`src/rtl/dmem_pkg.sv`:
```
// Shared types and constants for the MEM-stage data-memory access controller.
package dmem_pkg;

  typedef enum logic [1:0] {
    IDLE = 2'd0,
    BUSY = 2'd1,
    DONE = 2'd2
  } dmem_state_e;

  localparam int          DMEM_DEFAULT_LATENCY = 4;
  localparam logic [15:0] DMEM_ALIGN_MASK      = 16'hFFFE;

endpackage

```
`src/rtl/dmem_lat_cnt.sv`:
```
// Loadable 4-bit down-counter timing the access latency; saturates at zero.
module dmem_lat_cnt (
  input  logic       clk,
  input  logic       rst,
  input  logic       load,
  input  logic [3:0] load_val,
  input  logic       dec,
  output logic [3:0] count,
  output logic       zero
);

  always_ff @(posedge clk or negedge rst) begin
    if (!rst)
      count <= 4'd0;
    else if (load)
      count <= load_val;
    else if (dec && (count != 4'd0))
      count <= count - 4'd1;
  end

  assign zero = (count == 4'd0);

endmodule

```
`src/rtl/dmem_access_ctrl.sv`:
```
// Multi-cycle data-memory access controller: stalls the pipeline for LATENCY
// cycles and issues exactly one SRAM access per MEM-stage request.
//
//   state | meaning
//   IDLE  | waiting; a request stalls combinationally and is captured
//   BUSY  | counting down; the counter==0 cycle is the SRAM access cycle
//   DONE  | stall released, misaligned pulse; request inputs ignored
module dmem_access_ctrl
  import dmem_pkg::*;
#(
  parameter int LATENCY = DMEM_DEFAULT_LATENCY,
  parameter int AW      = 16,
  parameter int DW      = 16
) (
  input  logic          clk,
  input  logic          rst,
  input  logic          MemRead,
  input  logic          MemWrite,
  input  logic [AW-1:0] addr,
  input  logic [DW-1:0] w_data,
  output logic [DW-1:0] mems_data_out,
  output logic          stall,
  output logic          misaligned,
  output logic          sram_enable,
  output logic          sram_wr,
  output logic [AW-1:0] sram_addr,
  output logic [DW-1:0] sram_data_in,
  input  logic [DW-1:0] sram_data_out
);

  localparam logic [3:0] CNT_INIT = 4'(LATENCY - 2);

  dmem_state_e   state, state_nxt;
  logic [AW-1:0] cap_addr;
  logic [DW-1:0] cap_data;
  logic          cap_wr, cap_mis;
  logic          req, capture, rd_latch;
  logic          cnt_load, cnt_dec, cnt_zero;
  logic [3:0]    cnt_val;

  // Gated by rst so a request held during reset cannot raise stall.
  assign req = (MemRead | MemWrite) & rst;

  dmem_lat_cnt u_lat_cnt (
    .clk      (clk),
    .rst      (rst),
    .load     (cnt_load),
    .load_val (CNT_INIT),
    .dec      (cnt_dec),
    .count    (cnt_val),
    .zero     (cnt_zero)
  );

  always_ff @(posedge clk or negedge rst) begin
    if (!rst)
      state <= IDLE;
    else
      state <= state_nxt;
  end

  always_comb begin
    state_nxt   = state;
    stall       = 1'b0;
    capture     = 1'b0;
    cnt_load    = 1'b0;
    cnt_dec     = 1'b0;
    sram_enable = 1'b0;
    sram_wr     = 1'b0;
    rd_latch    = 1'b0;
    misaligned  = 1'b0;
    case (state)
      IDLE: begin
        stall = req;
        if (req) begin
          capture   = 1'b1;
          cnt_load  = 1'b1;
          state_nxt = BUSY;
        end
      end
      BUSY: begin
        stall = 1'b1;
        if (cnt_zero) begin
          sram_enable = 1'b1;
          sram_wr     = cap_wr;
          rd_latch    = ~cap_wr;
          state_nxt   = DONE;
        end else begin
          cnt_dec = 1'b1;
        end
      end
      DONE: begin
        misaligned = cap_mis;
        state_nxt  = IDLE;
      end
      default: state_nxt = IDLE;
    endcase
  end

  // Write wins when both strobes are set.
  always_ff @(posedge clk or negedge rst) begin
    if (!rst) begin
      cap_addr <= '0;
      cap_data <= '0;
      cap_wr   <= 1'b0;
      cap_mis  <= 1'b0;
    end else if (capture) begin
      cap_addr <= {addr[AW-1:1], 1'b0};
      cap_data <= w_data;
      cap_wr   <= MemWrite;
      cap_mis  <= addr[0];
    end
  end

  always_ff @(posedge clk or negedge rst) begin
    if (!rst)
      mems_data_out <= '0;
    else if (rd_latch)
      mems_data_out <= sram_data_out;
  end

  assign sram_addr    = cap_addr;
  assign sram_data_in = cap_data;

endmodule

```
`config.mk`:
```
export PLATFORM = sky130hd
export DESIGN_NAME = dmem_access_ctrl
export DESIGN_NICKNAME = d
export VERILOG_FILES = /design/src/rtl/dmem_pkg.sv /design/src/rtl/dmem_lat_cnt.sv /design/src/rtl/dmem_access_ctrl.sv
export SDC_FILE = /design/constraint.sdc
export NUM_CORES = 1
export LEC_CHECK = 0
export ABC_CLOCK_PERIOD_IN_PS = 3000
export BUFFER_PORTS_ARGS = -buffer_cell sky130_fd_sc_hd__buf_2
export CORE_UTILIZATION = 45
export DETAILED_ROUTE_END_ITERATION = 8
export HOLD_SLACK_MARGIN = 0.02
export PLACE_DENSITY = 0.78
export SYNTH_ARGS = -nofsm -noshare
export SYNTH_HDL_FRONTEND = slang
export SYNTH_SLANG_ARGS = --single-unit
export TNS_END_PERCENT = 100
```
`constraint.sdc`:
```
create_clock -name clk -period 3 [get_ports clk]
set_input_delay 0.3 -clock clk [delete_from_list [all_inputs] [get_ports clk]]
set_output_delay 0.3 -clock clk [all_outputs]
set_load 0.005 [all_outputs]
```
==> metrics <==
Starting DRT DRC Count 41; worst setup skew after layout a little under 10 ps; Comb power frac approximately 39%; final worst-path cycle share 78.3%; Max clock buf depth 2; TritonRoute pass-1 iters 4; Tmin final 2350 ps; die area 5250 sq um; global route hottest layer met2; synthesized flop and latch total 55; Clk Latency, worst-skew pair 300 ps; post-synth top area share around 62%; crit-path cells inv_1 -> ha_1 -> or3b_1 -> or3_1 -> mux2_4; post-synthesis sequential area ratio roughly three fifths; worst hold-check path type in -> async; CTS buffer count 5; FP Rows 25; Cell variety after synth 27; number of global-route vias before repair 1,480; cell area after synthesis 2230 sq um; M3 GR Usage 4.86%; # DRC 0; total number of vias 1,521; Initial Utilization a little under half; Reg2Reg Capture Point mems_data_out[15]; max incr delay on CP 710 ps; Via density slightly below 5; Vert. Die Dim between 70 and 80 um; I/O pins 104; Clk pwr share 14.0%; final wirelength 4180 um; status completed; Crit path arrival time 2530 ps; Hold Fails Final Rpt 0; worst setup path category reg -> reg; CTS tree yes; max-cap viol count 0; sequential group share of total power between 40% and 50%; switch share 29.9%; Syn-to-layout area delta 29.4%; Fmax roughly 430 MHz; nets@finish 303; slowest stage cell on the critical path or3_1; Post-Syn Area per Cell around 16 sq um; synth warn 0; met2 usage 27.7%; DIE WIDTH 72.5 um; clock root buffer clkbuf_8; Min Hold Slack 177 ps; Setup violations, final 0; # diodes 0; Slew HR 44.4%; Syn Inst Count 143; core area 4750 sq um; Power Density 984 nW/um^2; Yosys top cell by area dfrtp_1; Final Max Slew Viols 0; synth top area cells dfrtp_1 62%, mux2_2 20%, mux2_4 6.7%; VDD IR-drop max 0.361 mV; postcts setup bufs 0; R2R Setup Slk 650 ps; Worst Reg-to-Reg Cells 5; # H-tree levels 2; P_sw approximately 850 uW; Layout Utilization 60.8%; pin count of the biggest net entering global routing 56; Total Routing Usage GR between 10% and 20%; Post-DP HPWL 3060 um; first-pass GRT wire length 6620 um; met1 usage 19.9%; crit end category flop; hold_buf cts 0; IO Port Bufs 102; RSZ-0062 raised after global routing false; syn_nets around 200; CP Max Fanout 16; Critical Path RT 3180 ps; drt wl/cell 13.2 um; Slew @ Worst Pin 834 ps; RR Startpoint u_lat_cnt.count[0]; grt ovf 0; Int Power about 2.0 mW; Pleak 1.46 nW; ANT nets after route 0; Clock Pin Slew Worst Setup and Hold Paths 100 ps; final setup TNS 0 ps; crit path launch type flop; CTS resizes 0; initial antenna violation count 0; # clock sinks 55; gpl congestion 0.772; share of cells above drive strength 1 65.5%
[cell families after synthesis]
logic type | after synthesis | share of synthesized area [%]
AND/OR/NAND/NOR | 13 | 3.92
flip-flops | 55 | 61.6
adder cells (fa/ha/maj) | 2 | 1.12
buffers and inverters | 12 | 3.42
AO/OA/AOI/OAI | 10 | 2.91
multiplexers | 50 | 26.8
other | 1 | 0.168
[registers in the layout (all words and copies together) (netlist names)]
register,flops
sram_addr,15
cap_mis,1
state,2
u_lat_cnt.count,4
mems_data_out,16
cap_wr,1
sram_data_in,16
[worst max-delay path: cells and delay by family, from the launching register on]
family / cells / cell delay (ps)
fa+ha+maj: 1 / 210
mux: 1 / 430
buf+inv: 1 / 90
flops: 1 / 410
simple gates: 2 / 1100
[worst max path at each step]
stage | startpoint | end
after global routing | u_lat_cnt.count[0] | mems_data_out[11]
final | u_lat_cnt.count[0] | mems_data_out[15]
after floorplan | u_lat_cnt.count[0] | mems_data_out[0]
after detailed placement | u_lat_cnt.count[0] | mems_data_out[14]
after global placement | u_lat_cnt.count[0] | mems_data_out[10]
after CTS | u_lat_cnt.count[0] | mems_data_out[1]
[Yosys cell counts (all sizes together)]
cell type,number
nor3b,1
ha,2
or3b,1
o21ai,3
nor3,3
a21oi,3
and3,1
mux2,49
a2111o,1
dfrtp,55
conb,1
nor2,2
and4bb,1
buf,6
nand2b,1
inv,6
and2,1
mux2i,1
o22ai,1
or3,2
a211oi,1
o32a,1
[cells in the final DEF, fill, tap and decap left out, types with 2 or more instances in the layout]
cell type / instances
nor2_1: 2
buf_2: 102
o21ai_0: 3
inv_1: 6
or3_1: 2
dfrtp_1: 55
buf_4: 3
nor3_1: 2
clkbuf_8: 6
mux2_2: 39
a21oi_1: 3
mux2_4: 10
ha_1: 2
[routing by layer]
| layer | wire length [um] | part of all wire (%) |
|---|---|---|
| met5 | 0 | 0 |
| met4 | 84 | 2.0 |
| met2 | 2060 | 49 |
| met3 | 283 | 6.8 |
| met1 | 1750 | 42 |
[area by class of cell]
cell class / count / area [sq um]
Clock buffer: 6 / 82.6
Clock inverter: 1 / 5.00
Fill cell: 402 / 1860
Inverter: 6 / 22.5
Multi-Input combinational cell: 76 / 787
Sequential cell: 55 / 1380
Tap cell: 67 / 83.8
Timing Repair Buffer: 105 / 533
[per-stage QoR]
| step | instance area, sq um | std cells | setup WS [ps] | power [mW] |
|---|---|---|---|---|
| final | 2890 | 316 | 652 | 2.84 |
| after CTS | 2890 | 316 | 634 | 2.89 |
| after global routing | 2890 | 316 | 507 | 3.05 |
| after floorplan | 2230 | 143 | 936 | 1.99 |
| after detailed placement | 2800 | 309 | 648 | 2.48 |
| after global placement | 2800 | 309 | 718 | 2.43 |
[power groups by stage]
stage | Sequential (mW) | Clock (mW) | Combinational [mW]
after CTS | 1.33 | 0.416 | 1.14
after global routing | 1.37 | 0.443 | 1.23
after global placement | 1.33 | 0 | 1.10
after floorplan | 1.35 | 0 | 0.643
final | 1.33 | 0.399 | 1.12
after detailed placement | 1.34 | 0 | 1.14
Power figures use the tool's default switching activity.
